File: src/rtl/ttl_pkg.sv
// Shared helpers for the TTL counter-family models (74x161/163/191).
// The MODULUS range check is a macro so each model expands it in its own generate scope.
`ifndef TTL_PKG_SV
`define TTL_PKG_SV

`define TTL_CHECK_MODULUS(width, modulus) \
  if ((modulus) < 2 || longint'(modulus) > (longint'(1) << (width))) begin : g_illegal_modulus \
    $error("ttl counter: MODULUS=%0d outside legal range 2..2**WIDTH (WIDTH=%0d)", modulus, width); \
  end

package ttl_pkg;

  localparam int TTL_QW = 32;

  // Callers zero-extend q; out-of-range q (>= modulus) can never match.
  function automatic logic ttl_is_terminal(input logic [TTL_QW-1:0] q,
                                           input logic [TTL_QW-1:0] modulus);
    return q == (modulus - TTL_QW'(1));
  endfunction

endpackage

`endif

File: src/rtl/ttl74x163_counter.sv
// SN74x163/162 synchronous counter: sync reset/clear, parallel load, ENP/ENT enables,
// combinational ripple-carry. Pins keep datasheet names and polarities.
module ttl74x163_counter
  import ttl_pkg::*;
#(
  parameter int WIDTH   = 4,
  parameter int MODULUS = 2**WIDTH
) (
  input  logic             CLK,
  input  logic             RST,
  input  logic             CLR_n,
  input  logic             LOAD_n,
  input  logic             ENP,
  input  logic             ENT,
  input  logic [WIDTH-1:0] D,
  output logic [WIDTH-1:0] Q,
  output logic             RCO
);

  `TTL_CHECK_MODULUS(WIDTH, MODULUS)

  logic [WIDTH-1:0] count_q;
  logic [WIDTH-1:0] count_d;
  logic             at_terminal;

  assign at_terminal = ttl_is_terminal(TTL_QW'(count_q), TTL_QW'(MODULUS));

  // NOTE: count_d gets a default first so every path assigns it and no latch is inferred.
  always_comb begin
    count_d = count_q;
    if (!CLR_n) begin
      count_d = '0;
    end else if (!LOAD_n) begin
      count_d = D;
    end else if (ENP && ENT) begin
      // Loaded values past the terminal count simply wrap through 2**WIDTH.
      count_d = at_terminal ? '0 : count_q + WIDTH'(1);
    end
  end

  // NOTE: sequential state uses non-blocking assignment so all flops update together.
  always_ff @(posedge CLK) begin
    if (RST) begin
      count_q <= '0;
    end else begin
      count_q <= count_d;
    end
  end

  assign Q   = count_q;
  assign RCO = ENT && at_terminal;

endmodule
File: config.mk
export PLATFORM = sky130hd
export DESIGN_NAME = ttl74x163_counter
export DESIGN_NICKNAME = d
export VERILOG_FILES = /design/src/rtl/ttl_pkg.sv /design/src/rtl/ttl74x163_counter.sv
export SDC_FILE = /design/constraint.sdc
export NUM_CORES = 1
export LEC_CHECK = 0
export ABC_AREA = 0
export BUFFER_PORTS_ARGS = -buffer_cell sky130_fd_sc_hd__buf_2
export CAP_MARGIN = 25
export CORE_AREA = 10 10 47 49
export DETAILED_ROUTE_END_ITERATION = 12
export DIE_AREA = 0 0 57 59
export PLACE_DENSITY_LB_ADDON = 0.15
export RECOVER_POWER = 25
export SYNTH_ARGS = -nofsm -noshare
export SYNTH_HDL_FRONTEND = slang
export SYNTH_SLANG_ARGS = --single-unit
File: constraint.sdc
create_clock -name CLK -period 1.28 [get_ports CLK]
set_clock_uncertainty 0.15 [all_clocks]
set_input_delay 0.064 -clock CLK [delete_from_list [all_inputs] [get_ports CLK]]
set_output_delay 0.064 -clock CLK [all_outputs]
set_load 0.05 [all_outputs]
# [Yosys cells after proc, flatten, opt, wreduce, memory -nomap -nowiden]
# Cells that the tools add are included.
# Widths: inputs -> output; s select.
[op_classes] add_sub_neg=1 n_eq_ne=2 n_mux=3 bitwise_logic=1 n_reduce_logical=3
[ops] operator="$mux 4" count=3
[ops] operator="$add 4x1->4 const B" count=1
[ops] operator="$eq 4x4->1 const B" count=1
[ops] operator="$logic_and 1x1->1" count=2
[ops] operator="$ne 2x1->1 const B" count=1
[ops] operator="$reduce_or 2->1" count=1
[ops] operator="$not 1->1" count=1
[totals] register_bits=4 in_bits=10 out_inout_bits=5 wordCells=11

# [Longest topological paths before layout]
[depth] depth_word=4 mapped_depth=4 ltp_nobuf=4

# [Least setup slack after synthesis]
# OpenSTA, ideal clock, no wires.
[synth_timing] path_kind="register to register" startpoint="register count_q[0], in the netlist Q[0]" endpoint="register count_q[2], in the netlist Q[2]" setup_ps=86 t_arrival_ps=1409 required_time_ps=1044 path_slack_ps=-364 path_stages_with_launch=5 path_buffers=0 period_less_slack_ps=1644 path_cell_list="dfxtp_1 -> ha_1 -> nand3_1 -> xor2_1 -> a211oi_1"
[synth_between] elab_chain_cells=4 word_cells_on_any_way=5 classes_between="add/sub: 1; eq/ne: 1; mux: 3"
[synth_lines] item="start: declaration" line_no="ttl74x163_counter.sv:22" rtl="logic [WIDTH-1:0] count_q;"
[synth_lines] item="start signal: assignment" line_no="ttl74x163_counter.sv:46" rtl="count_q <= count_d;"
[synth_lines] item="$add 4x1->4 / $eq 4x4->1 (equally long branches)" line_no="ttl74x163_counter.sv:37, ttl_pkg.sv:18"
[synth_lines] item="$mux 4 *" line_no="ttl74x163_counter.sv:37" rtl="count_d = at_terminal ? '0 : count_q + WIDTH'(1);"
[synth_lines] item="$mux 4 *" line_no="ttl74x163_counter.sv:35" rtl="end else if (ENP && ENT) begin"
[synth_lines] item="$mux 4 *" line_no="ttl74x163_counter.sv:33" rtl="end else if (!LOAD_n) begin"
# Mark *: on every way between the ends. The rest lies on a longest branch, timed or not. The select of a mux whose other input is x is not followed.
# A chain may end at the register's enable or synchronous reset.

# [Final worst setup path]
[layout_timing] startpoint="register count_q[1], in the netlist Q[1]" endpoint="output RCO"
[layout_between] elab_chain_cells=2
[layout_lines] item="$eq 4x4->1" line_no="ttl_pkg.sv:18" rtl="return q == (modulus - TTL_QW'(1));"
[layout_lines] item="$logic_and 1x1->1" line_no="ttl74x163_counter.sv:51" rtl="assign RCO = ENT && at_terminal;"
[layout_lines] item="end: declaration" line_no="ttl74x163_counter.sv:17" rtl="output logic RCO"
# Every way passes these cells.

==> tab_implementation.tex <==
\begin{tabular}{lr}
\hline
Metric & Value \\
\hline
\multicolumn{2}{l}{\textbf{CTS}} \\
\quad Htree depth & 1 \\
\quad Clock network latency to the later pin of the worst-skew pair & 0.25 ns \\
\quad Clock slew at reported path FFs & 0.05 ns \\
\quad CTS Sinks & 4 \\
\quad Clock root buffer & sky130\_fd\_sc\_hd\_\_clkbuf\_4 \\
\quad Clock tree from TritonCTS & yes \\
\quad Longest Clk Path Bufs & 2 \\
\quad TritonCTS buffer count & 3 \\
\multicolumn{2}{l}{\textbf{Global route}} \\
\quad Final global-route overflow total & 0 \\
\quad Number of antenna violations at the first check in global routing & 0 \\
\quad Wire length of the first global-routing pass & 1524 um \\
\quad Via count of the first global-routing pass & 358 \\
\quad Pin count of the biggest net entering global routing & 9 \\
\quad GRT Resource Usage Total & 5.870\% \\
\multicolumn{2}{l}{\textbf{Place}} \\
\quad Count of port buffers added during placement & 14 \\
\quad Final Wtd Congestion & 0.6702 \\
\quad Sum of net half-perimeters after detailed placement & 640.1 um \\
\multicolumn{2}{l}{\textbf{Yosys}} \\
\quad YS warnings & 0 \\
\quad Netlist area before placement & 226.5 um2 \\
\quad Net count of the mapped netlist & 39 \\
\quad Sequential area share after synthesis & 35.36\% \\
\quad Post-synthesis average cell area & 8.088 um2 \\
\quad Post-synthesis cell type count & 15 \\
\quad Number of register bits inferred by synthesis & 4 \\
\quad Post-Synthesis Cells & 28 \\
\multicolumn{2}{l}{\textbf{Critical path}} \\
\quad Data arrival time at the worst-slack endpoint & 1.12 ns \\
\quad Maximum fanout along the worst path & 5 \\
\quad Category of the worst setup path capture point & primary output \\
\quad Critical path type & reg -> out \\
\quad Worst EP required & 1.07 ns \\
\quad Type of origin of the critical path & register \\
\multicolumn{2}{l}{\textbf{Routing}} \\
\quad Routed wirelength normalized by instance count & 11.74 um \\
\quad Met1 wire length & 329 um \\
\quad Length of routed met2 wiring & 380 um \\
\quad Routed via count divided by cell count & 4.551 \\
\quad Number of detailed-route iterations in the first pass & 5 \\
\quad Residual DRC count & 0 \\
\quad Wire length on met3 & 75 um \\
\quad Routed Wire Length & 810 um \\
\quad Count of vias placed by the detailed router & 314 \\
\quad Number of violations reported at the end of detailed-routing iteration 0 & 3 \\
\quad Highest Signal Layer & met4 \\
\quad Antenna Violating Nets Remaining & 0 \\
\multicolumn{2}{l}{\textbf{Floorplan}} \\
\quad Core Rows & 14 \\
\quad Total Die Area & 3363 um2 \\
\quad Die width & 57 um \\
\quad Core region area & 1401 um2 \\
\quad Effective utilization at floorplan & 16.16\% \\
\quad Die span in y & 59 um \\
\quad Number of placed I/O pins & 15 \\
\multicolumn{2}{l}{\textbf{Timing}} \\
\quad Number of max-slew violations in the final report & 0 \\
\quad Final critical path time including I/O delays and setup & 1.329 ns \\
\quad Final worst slack & -0.04903 ns \\
\quad Setup\_tns & -0.04903 ns \\
\quad Hold Fails Final Rpt & 0 \\
\quad Relative slew slack & 81.54\% \\
\quad Transition time at the pin with the least slew margin & 0.2781 ns \\
\quad RSZ-0062 raised after global routing & true \\
\quad Worst hold margin & 0.01045 ns \\
\quad Final setup fails & 1 \\
\quad Max Clock Freq & 752.4 MHz \\
\quad Final critical-path share of the clock period & 103.8\% \\
\multicolumn{2}{l}{\textbf{Pwr}} \\
\quad Overall power consumption & 406.0 uW \\
\quad Leakage power total & 0.0001860 uW \\
\quad Total power density per cell area & 886.5 nW/um2 \\
\quad Peak VDD IR & 300.3 uV \\
\multicolumn{2}{l}{\textbf{Run status}} \\
\quad Violations in the final reports & setup timing \\
\quad Outcome & complete, but fails checks \\
\multicolumn{2}{l}{\textbf{Flow run}} \\
\quad Max-cap viol count & 0 \\
\multicolumn{2}{l}{\textbf{Finish}} \\
\quad Area taken by flip-flops and latches & 92.59 um2 \\
\quad \# fillers & 167 \\
\quad Diode count & 0 \\
\quad Fraction of layout cells with a size suffix above 1 & 47.17\% \\
\quad Number of nets in the finished design & 65 \\
\quad Flip-flop count of the largest register after layout & 4 \\
\quad Final core utilization & 32.68\% \\
\quad Area of the multi-input gates & 161.4 um2 \\
\quad Area grow syn2layout & 102.2\% \\
\multicolumn{2}{l}{\textbf{Hold path}} \\
\quad Class of the worst hold path & in -> reg \\
\hline
\end{tabular}
-- placed cells by master (no fill, tap or decap) --
cell type	n
sky130_fd_sc_hd__nand3_1	2
sky130_fd_sc_hd__nand3_2	1
sky130_fd_sc_hd__ha_4	1
sky130_fd_sc_hd__or3_1	1
sky130_fd_sc_hd__dfxtp_2	1
sky130_fd_sc_hd__and4_4	1
sky130_fd_sc_hd__dfxtp_4	3
sky130_fd_sc_hd__a311oi_1	3
sky130_fd_sc_hd__nand2_1	4
sky130_fd_sc_hd__nor2_1	4
sky130_fd_sc_hd__a21oi_1	1
sky130_fd_sc_hd__buf_8	1
sky130_fd_sc_hd__a311o_1	1
sky130_fd_sc_hd__buf_4	1
sky130_fd_sc_hd__clkbuf_4	3
sky130_fd_sc_hd__a211oi_1	1
sky130_fd_sc_hd__nand2b_1	1
sky130_fd_sc_hd__buf_2	12
sky130_fd_sc_hd__clkbuf_2	1
sky130_fd_sc_hd__xor2_1	1
sky130_fd_sc_hd__o21ai_1	1
sky130_fd_sc_hd__dlygate4sd3_1	7
sky130_fd_sc_hd__clkbuf_1	1
-- final timing paths --
kind / start / end / slack (ns) / depth (start not counted)
worst min-delay path: CLR_n / Q[2]$_SDFFE_PP0P_ / 0.01 / 3
worst max-delay path: Q[1]$_SDFFE_PP0P_ / RCO / -0.05 / 3
worst max register to register: Q[1]$_SDFFE_PP0P_ / Q[0]$_SDFFE_PP0P_ / 0.01 / 3
worst min register to register: Q[1]$_SDFFE_PP0P_ / Q[1]$_SDFFE_PP0P_ / 0.38 / 2
-- per-stage QoR --
step | setup slack (ns) | cell area (um2) | instances
2_1_floorplan | -0.03208 | 256.5 | 28
3_3_place_gp | 0.006951 | 342.8 | 57
3_5_place_dp | 0.009016 | 342.8 | 57
4_1_cts | -0.05674 | 457.9 | 69
5_1_grt | -0.08982 | 457.9 | 69
6_report | -0.04903 | 457.9 | 69
-- logic make-up (layout without fill, tap and decap cells) --
logic type / Yosys count / count (layout) / share of synthesized area [%]
XOR/XNOR: 1 / 1 / 3.868
AND/OR/NAND/NOR: 14 / 14 / 29.83
flip-flops: 4 / 4 / 35.36
adder cells (fa/ha/maj): 1 / 1 / 5.524
buffers and inverters: 1 / 26 / 1.656
AO/OA/AOI/OAI: 7 / 7 / 23.76
-- synth_stat cells --
master,count,area share [%]
sky130_fd_sc_hd__xor2_1,1,3.9
sky130_fd_sc_hd__nand2b_1,1,2.8
sky130_fd_sc_hd__clkbuf_1,1,1.7
sky130_fd_sc_hd__a21oi_1,1,2.2
sky130_fd_sc_hd__ha_1,1,5.5
sky130_fd_sc_hd__or3_1,1,2.8
sky130_fd_sc_hd__nor2_1,4,6.6
sky130_fd_sc_hd__a311oi_1,3,12
sky130_fd_sc_hd__and4_2,1,4.4
sky130_fd_sc_hd__a211oi_1,1,3.3
sky130_fd_sc_hd__a311o_1,1,4.4
sky130_fd_sc_hd__dfxtp_1,4,35
sky130_fd_sc_hd__nand2_1,4,6.6
sky130_fd_sc_hd__o21ai_0,1,2.2
sky130_fd_sc_hd__nand3_1,3,6.6
-- worst max-delay path, cell delays in order (launching register included) --
cell and delay [ns]:
sky130_fd_sc_hd__dfxtp_4 0.36, sky130_fd_sc_hd__ha_4 0.15, sky130_fd_sc_hd__and4_4 0.21, sky130_fd_sc_hd__buf_8 0.14
-- routing by layer --
layer / GRT usage (%) / vias up
li1: - / 158
met1: 5.680 / 141
met2: 9.147 / 12
met3: 3.648 / 3
met4: 4.027 / 0
met5: 0 / -
-- repair_timing --
item                                    4_1_cts  5_1_grt
endpoints found under the hold margin         4        0
pin swaps                                     3        1
resized for setup                             4        1
endpoints found under the setup margin        2        3
setup buffers                                 1        0
hold buffers                                  7        0
-- final cells by class --
class | count | share of cell area [%]
Clock buffer | 4 | 5.738
Multi-Input combinational cell | 23 | 35.25
Tap cell | 16 | 4.372
Sequential cell | 4 | 20.22
Timing Repair Buffer | 22 | 34.43
-- power by group --
part / total (uW) / internal [uW] / switching [uW]
logic: 84.4 / 39.4 / 45.0
clock network: 185 / 118 / 67.1
registers: 137 / 128 / 8.36
Note: power is estimated with default switching activity, not from simulation.
